[config.mk]
export PLATFORM = sky130hd
export DESIGN_NAME = conv_layer_sequencer
export DESIGN_NICKNAME = d
export VERILOG_FILES = /design/src/rtl/conv_pkg.sv /design/src/rtl/conv_drain_unit.sv /design/src/rtl/conv_layer_sequencer.sv
export SDC_FILE = /design/constraint.sdc
export NUM_CORES = 1
export LEC_CHECK = 0
export ABC_CLOCK_PERIOD_IN_PS = 3100
export CELL_PAD_IN_SITES_DETAIL_PLACEMENT = 0
export CELL_PAD_IN_SITES_GLOBAL_PLACEMENT = 1
export CORE_ASPECT_RATIO = 1.25
export CORE_MARGIN = 2
export CORE_UTILIZATION = 30
export CTS_CLUSTER_SIZE = 40
export DETAILED_ROUTE_END_ITERATION = 10
export PLACE_DENSITY = 0.79
export SLEW_MARGIN = 20
export SYNTH_ARGS = -nofsm -noshare
export SYNTH_HDL_FRONTEND = slang
export SYNTH_SLANG_ARGS = --single-unit
[constraint.sdc]
create_clock -name clk -period 3.1 [get_ports clk]
set_input_delay 0.62 -clock clk [delete_from_list [all_inputs] [get_ports clk]]
set_output_delay 0.62 -clock clk [all_outputs]
set_load 0.05 [all_outputs]
[src/rtl/conv_pkg.sv]
// Shared constants, state encoding and helpers for the convolution layer sequencer.
package conv_pkg;
  localparam int DATA_WIDTH = 32;
  localparam int BANKS      = 4;
  localparam int BANK_W     = 2;
  localparam int OUT_ADDR_W = 10;
  localparam int CFG_WORDS  = 4;
  localparam int REG_ADDR_W = 2;
  localparam int WORDS_W    = 11;
  localparam int GROUPS_W   = 8;
  localparam int TIMEOUT_W  = 16;

  localparam logic [REG_ADDR_W-1:0] REG_ADDR_CFG0 = 2'd0;
  localparam logic [REG_ADDR_W-1:0] REG_ADDR_CFG1 = 2'd1;
  localparam logic [REG_ADDR_W-1:0] REG_ADDR_CFG2 = 2'd2;
  localparam logic [REG_ADDR_W-1:0] REG_ADDR_CFG3 = 2'd3;

  typedef enum logic [3:0] {
    ST_IDLE      = 4'd0,
    ST_WAIT_RST  = 4'd1,
    ST_CFG       = 4'd2,
    ST_LOAD_IN   = 4'd3,
    ST_LOAD_K    = 4'd4,
    ST_RUN       = 4'd5,
    ST_DRAIN_RD  = 4'd6,
    ST_DRAIN_OUT = 4'd7,
    ST_NEXT      = 4'd8,
    ST_DONE      = 4'd9
  } state_t;

  // Words per bank: zero means one, anything past the BRAM depth is clipped.
  function automatic logic [WORDS_W-1:0] clamp_words(input logic [WORDS_W-1:0] w);
    if (w == '0) return WORDS_W'(1);
    if (w > WORDS_W'(1024)) return WORDS_W'(1024);
    return w;
  endfunction
endpackage

[src/rtl/conv_drain_unit.sv]
// Output BRAM drain: bank/word address counters and the result stream register.
module conv_drain_unit import conv_pkg::*; (
  input  logic                              clk,
  input  logic                              resetn,
  input  logic                              drain_rd,
  input  logic                              drain_out,
  input  logic [WORDS_W-1:0]                words,
  input  logic [BANKS-1:0][DATA_WIDTH-1:0]  bram_data,
  input  logic                              ready,
  output logic [BANKS-1:0]                  renable,
  output logic [OUT_ADDR_W-1:0]             raddr,
  output logic                              valid,
  output logic [DATA_WIDTH-1:0]             data,
  output logic                              last,
  output logic                              fire
);
  logic [BANK_W-1:0]     bank_cnt;
  logic [WORDS_W-1:0]    word_cnt;
  logic                  valid_q;
  logic [DATA_WIDTH-1:0] data_q;
  logic                  end_of_bank;
  logic                  end_of_group;

  assign end_of_bank  = (word_cnt == words - WORDS_W'(1));
  assign end_of_group = end_of_bank && (bank_cnt == BANK_W'(BANKS - 1));

  assign renable = drain_rd ? ({{(BANKS-1){1'b0}}, 1'b1} << bank_cnt) : '0;
  assign raddr   = drain_rd ? word_cnt[OUT_ADDR_W-1:0] : '0;
  assign valid   = valid_q;
  assign data    = data_q;
  assign last    = valid_q && end_of_group;
  assign fire    = valid_q && ready;

  // The first DRAIN_OUT cycle is the one where the BRAM read data is valid.
  always_ff @(posedge clk) begin
    if (!resetn) begin
      bank_cnt <= '0;
      word_cnt <= '0;
      valid_q  <= 1'b0;
      data_q   <= '0;
    end else if (drain_out && !valid_q) begin
      valid_q <= 1'b1;
      data_q  <= bram_data[bank_cnt];
    end else if (fire) begin
      valid_q <= 1'b0;
      if (end_of_bank) begin
        word_cnt <= '0;
        bank_cnt <= bank_cnt + BANK_W'(1);
      end else begin
        word_cnt <= word_cnt + WORDS_W'(1);
      end
    end
  end
endmodule

[src/rtl/conv_layer_sequencer.sv]
// Layer sequencer: configures the core, runs each filter group, drains results.
// Stream handshake: a word transfers on a rising edge where o_m_valid and i_m_ready are both high; o_m_data/o_m_last hold while o_m_valid waits.
module conv_layer_sequencer import conv_pkg::*; (
  input  logic                              clk,
  input  logic                              resetn,
  input  logic                              i_start,
  input  logic [GROUPS_W-1:0]               i_num_groups,
  input  logic [WORDS_W-1:0]                i_out_words,
  input  logic [TIMEOUT_W-1:0]              i_timeout,
  input  logic [CFG_WORDS-1:0][DATA_WIDTH-1:0] i_cfg,
  output logic                              o_busy,
  output logic                              o_done,
  output logic                              o_error,
  input  logic                              i_core_reset_busy,
  input  logic                              i_core_done,
  output logic                              o_core_enable,
  output logic                              o_input_start,
  output logic                              o_kernel_start,
  output logic                              o_load_new_filter,
  output logic                              o_reg_wen,
  output logic [REG_ADDR_W-1:0]             o_reg_waddr,
  output logic [DATA_WIDTH-1:0]             o_reg_wdata,
  output logic [BANKS-1:0]                  o_renable,
  output logic [OUT_ADDR_W-1:0]             o_raddr,
  input  logic [BANKS-1:0][DATA_WIDTH-1:0]  i_bram_data,
  output logic                              o_m_valid,
  output logic [DATA_WIDTH-1:0]             o_m_data,
  output logic                              o_m_last,
  input  logic                              i_m_ready,
  output state_t                            o_state
);
  state_t state, state_nxt;

  logic [GROUPS_W-1:0]               groups_q;
  logic [WORDS_W-1:0]                words_q;
  logic [TIMEOUT_W-1:0]              timeout_q;
  logic [CFG_WORDS-1:0][DATA_WIDTH-1:0] cfg_q;
  logic [REG_ADDR_W-1:0]             cfg_idx;
  logic [TIMEOUT_W-1:0]              run_cnt;
  logic [GROUPS_W-1:0]               grp_cnt;
  logic                              error_q;
  logic                              wd_expire;
  logic                              groups_left;
  logic                              drain_fire;
  logic                              drain_last;

  assign wd_expire   = (state == ST_RUN) && (timeout_q != '0) &&
                       (run_cnt == timeout_q - TIMEOUT_W'(1));
  assign groups_left = ({1'b0, grp_cnt} + 9'd1) < {1'b0, groups_q};
  assign o_error     = error_q;
  assign o_state     = state;

  always_ff @(posedge clk) begin
    if (!resetn) state <= ST_IDLE;
    else         state <= state_nxt;
  end

  always_comb begin
    state_nxt = state;
    case (state)
      ST_IDLE:      if (i_start) state_nxt = ST_WAIT_RST;
      ST_WAIT_RST:  if (!i_core_reset_busy) state_nxt = ST_CFG;
      ST_CFG:       if (cfg_idx == REG_ADDR_W'(CFG_WORDS - 1)) state_nxt = ST_LOAD_IN;
      ST_LOAD_IN:   state_nxt = ST_LOAD_K;
      ST_LOAD_K:    state_nxt = ST_RUN;
      // Core completion takes priority over a watchdog expiring in the same cycle.
      ST_RUN: begin
        if (i_core_done)    state_nxt = ST_DRAIN_RD;
        else if (wd_expire) state_nxt = ST_DONE;
      end
      ST_DRAIN_RD:  state_nxt = ST_DRAIN_OUT;
      ST_DRAIN_OUT: if (drain_fire) state_nxt = drain_last ? ST_NEXT : ST_DRAIN_RD;
      ST_NEXT:      state_nxt = groups_left ? ST_LOAD_K : ST_DONE;
      ST_DONE:      state_nxt = ST_IDLE;
      default:      state_nxt = ST_IDLE;
    endcase
  end

  always_comb begin
    o_busy            = (state != ST_IDLE);
    o_done            = 1'b0;
    o_core_enable     = 1'b0;
    o_input_start     = 1'b0;
    o_kernel_start    = 1'b0;
    o_load_new_filter = 1'b0;
    o_reg_wen         = 1'b0;
    o_reg_waddr       = '0;
    o_reg_wdata       = '0;
    case (state)
      ST_CFG: begin
        o_reg_wen   = 1'b1;
        o_reg_waddr = cfg_idx;
        o_reg_wdata = cfg_q[cfg_idx];
      end
      ST_LOAD_IN: o_input_start = 1'b1;
      ST_LOAD_K: begin
        o_kernel_start    = 1'b1;
        o_load_new_filter = 1'b1;
      end
      ST_RUN:  o_core_enable = 1'b1;
      ST_DONE: o_done = 1'b1;
      default: ;
    endcase
  end

  always_ff @(posedge clk) begin
    if (!resetn) begin
      groups_q  <= '0;
      words_q   <= '0;
      timeout_q <= '0;
      cfg_q     <= '0;
      cfg_idx   <= '0;
      run_cnt   <= '0;
      grp_cnt   <= '0;
      error_q   <= 1'b0;
    end else begin
      if (state == ST_IDLE && i_start) begin
        groups_q  <= (i_num_groups == '0) ? GROUPS_W'(1) : i_num_groups;
        words_q   <= clamp_words(i_out_words);
        timeout_q <= i_timeout;
        cfg_q     <= i_cfg;
        cfg_idx   <= '0;
        grp_cnt   <= '0;
        error_q   <= 1'b0;
      end
      if (state == ST_CFG) cfg_idx <= cfg_idx + REG_ADDR_W'(1);
      run_cnt <= (state == ST_RUN) ? run_cnt + TIMEOUT_W'(1) : '0;
      if (wd_expire && !i_core_done) error_q <= 1'b1;
      if (state == ST_NEXT) grp_cnt <= grp_cnt + GROUPS_W'(1);
    end
  end

  conv_drain_unit u_drain (
    .clk       (clk),
    .resetn    (resetn),
    .drain_rd  (state == ST_DRAIN_RD),
    .drain_out (state == ST_DRAIN_OUT),
    .words     (words_q),
    .bram_data (i_bram_data),
    .ready     (i_m_ready),
    .renable   (o_renable),
    .raddr     (o_raddr),
    .valid     (o_m_valid),
    .data      (o_m_data),
    .last      (drain_last),
    .fire      (drain_fire)
  );
  assign o_m_last = drain_last;
endmodule
==> flow_summary.ini, run 1 <==
[min_path]
min_from = cfg_q[79]
hold_end = cfg_q[79]
holdCritPathClass = register to register
holdPathStages = 2

[logic_synthesis]
syn_area_mm2 = 0.0124
yosys.area.top_type = dfxtp_1
ys_ff_latch = 240
muxShareOfSynthArea = 0.120
synthAdderAreaFrac = 0.0180
synth_top_area_share = 0.388
synthTopCellsByArea = dfxtp_1, nand2_1, mux4_2
async_reset_ff_frac = 0
ys_warn_count = 0
syn_nets = 1733
synth_top_family_by_area = simple AND/OR/NAND/NOR gates
synth_flop_cell = dfxtp_1
yosysUniqueCellTypes = 65
syn_area_per_cell_um2 = 8.73
yosys.area_share.simple = 0.231
synth-compound-area-share = 0.160
synthCells = 1419
synth-xor-area-share = 0.0444
synth_edf_count = 0
seq_area_frac_synth = 0.388

[power_and_ir_drop]
report.power.total_mw = 10.6
ir_drop_mv = 0.377
power_density_mw_per_mm2 = 578
p_leak_nw = 6.68

[detailed_routing]
drt-total-wl_um = 39700
drt_iter0_markers = 479
vias_per_cell = 4.78
wl_per_cell_um = 16.9
drc = 0
postRouteAntennaNets = 0
vias = 11199
dr.pass1.iters = 5

[grt]
antenna_found_initial = 5
grt-ovfl-total = 0
grt_max_degree = 92
grt_pass1_vias = 11476
grt_pass1_wl_um = 60600
track_usage = 0.180

[worst_setup_path]
critPathLaunchType = register
worst-r2r-setup-slack_ps = 530
r2r_start = grp_cnt[0]
rr_worst_depth = 11
crit_arrival_ps = 2430
path_buf_inv = 1
cp.required_ps = 2480
cp_cell_sequence = or4_4 -> nor4_2 -> mux2i_1 -> o21ai_2 -> and4_4 -> buf_12
end_kind = output port
critPathTopFamily = simple AND/OR/NAND/NOR gates
crit_path_max_incr_delay_ps = 580
crit_path_max_fanout = 6
crit_path_top_delay_cell = or4_4
crit_type = register to output port
r2r_end = o_state[0]

[clock_network]
clockRootBuffer = clkbuf_16
cts_tree = built
cts_buffers = 26
clockBufferDepth = 3
clock_latency_ps = 540
cts_hold_buf = 0
cts.clk_slew.worst_paths_ps = 60
h-tree-depth = 1
clock_sinks = 240

[sta]
finalSetupTns_ps = 0
rsz0062_at_grt = yes
tightest_slew_ps = 873
setup_viol = 0
post-route-period-util = 0.983
min_period_ps = 3050
skew_ps = 11.1
hold_viol = 0
final_max_slew_viol_count = 0
fmax_ghz = 0.328
max-slew-margin-rel = 0.413

[placement]
port_buffers = 390
hpwl_um = 29900
place_congestion = 0.857

[layout]
drive_gt1_frac = 0.131
layout.nets = 2079
area_delta_synth_final_pct = 48.6

[die]
core-area_mm2 = 0.0409
die_area_mm2 = 0.0429
die_height_um = 231
die_x_um = 186
rows = 83
io_pins = 391
initial_utilization = 0.303

[run_status]
outcome = completed

[run]
cap_violations = 0
## flip-flops by register name, indices dropped and copies added (netlist names), 4 cells and up
register and cells:
u_drain.data 32, timeout_q 16, words_q 11, u_drain.word_cnt 11, run_cnt 16, groups_q 8
cfg_q 128, grp_cnt 8, o_state 4
## cell families after synthesis
kind of cell / after synthesis
adder cells (fa/ha/maj): 18
buffers and inverters: 124
AND/OR/NAND/NOR: 636
flip-flops: 240
AO/OA/AOI/OAI: 272
XOR/XNOR: 61
multiplexers: 68
## power breakdown
part           internal [mW]  switching [mW]
registers               3.52           0.296
logic                   1.63            1.84
clock network           2.04            1.30
total                   7.20            3.44
## worst min-delay path: stages, from the launching register on
cell and delay [ps]:
dfxtp_1 300, nand2_1 50, a21boi_1 50
## layout make-up
class | instances | area (um^2)
well taps | 552 | 691
clock inverters | 11 | 166
fillers | 4027 | 22500
inverters | 21 | 80.1
clock buffers | 36 | 759
diodes | 5 | 12.5
repair buffers | 421 | 4680
flip-flops and latches | 240 | 4820
multi-input cells | 1055 | 7200
## cell usage after synthesis (3+ instances only)
| master | count |
|---|---|
| nand3b_1 | 6 |
| o31ai_1 | 4 |
| nor4_1 | 8 |
| o21ai_0 | 12 |
| a21boi_1 | 174 |
| a21boi_0 | 25 |
| inv_1 | 20 |
| a22oi_1 | 6 |
| nand4_1 | 7 |
| or3_1 | 5 |
| xor2_1 | 33 |
| ha_1 | 17 |
| nand2b_1 | 8 |
| nand2_1 | 403 |
| nor3_1 | 19 |
| or4_1 | 4 |
| and2_1 | 53 |
| xnor2_1 | 26 |
| and4_1 | 5 |
| a31oi_1 | 5 |
| a21oi_1 | 18 |
| buf_1 | 17 |
| nand3_1 | 29 |
| o21ai_1 | 3 |
| nor2b_1 | 10 |
| nor2_1 | 49 |
| buf_2 | 5 |
| clkbuf_1 | 79 |
| dfxtp_1 | 240 |
| mux4_2 | 64 |
| and3_1 | 18 |
## cells in the final DEF (no fill, tap or decap), types with 32 or more instances in the layout
cell / Yosys / final
buf_4: 1 / 32
mux4_2: 64 / 64
and2_1: 53 / 53
dfxtp_1: 240 / 233
clkdlybuf4s50_1: 0 / 334
buf_12: 0 / 54
nor2_1: 49 / 48
xor2_1: 33 / 33
nand2_1: 403 / 403
a21boi_1: 174 / 174
## per-layer routing
layer / vias to the layer above / track usage / part of all wire
met2: 333 / 0.330 / 0.52
met3: 49 / 0.0391 / 0.063
li1: 5558 / - / -
met4: 2 / 0.0593 / 0.024
met1: 5257 / 0.204 / 0.40
met5: - / 0 / 0.00028
## per-stage QoR
stage	cells	hold slack (ps)	utilization	cell area [um^2]	setup slack [ps]
finish	2341	450	0.450	18400	52.0
global route	2339	459	0.450	18400	-106
CTS	2332	452	0.448	18300	12.8
detailed placement	2283	443	0.423	17300	267
global placement	2283	439	0.423	17300	226
floorplan	1419	432	-	12400	101
## worst max-delay path by stage
| stage | slack [ps] | start | endpoint | depth (start not counted) |
|---|---|---|---|---|
| finish | 50 | words_q[4] | o_m_last | 6 |
| global route | -110 | words_q[1] | o_m_last | 8 |
| CTS | 10 | words_q[1] | o_m_last | 8 |
| detailed placement | 270 | words_q[0] | o_m_last | 8 |
| global placement | 230 | words_q[0] | o_m_last | 8 |
| floorplan | 100 | o_state[2] | o_load_new_filter | 4 |
## timing repair
item                       CTS  global route
setup endpoints to repair    2             7
hold endpoints to repair     0             0
resized for setup           19             7
pin swaps                    3             5
setup buffers                2             4
gates cloned                 0             0
(Power assumes the default switching activity.)
==> inputs of run 2 (changes only) <==
- GPL_ROUTABILITY_DRIVEN: default -> 1
==> results of run 2 <==
Same layout as run 1: the final DEF is identical, and so are final timing and power.
==> inputs of run 3 (changes only) <==
- GPL_ROUTABILITY_DRIVEN: 1 -> default
- HOLD_SLACK_MARGIN: default -> 0.12
==> results of run 3 <==
Same layout as run 1: the final DEF is identical, and so are final timing and power.
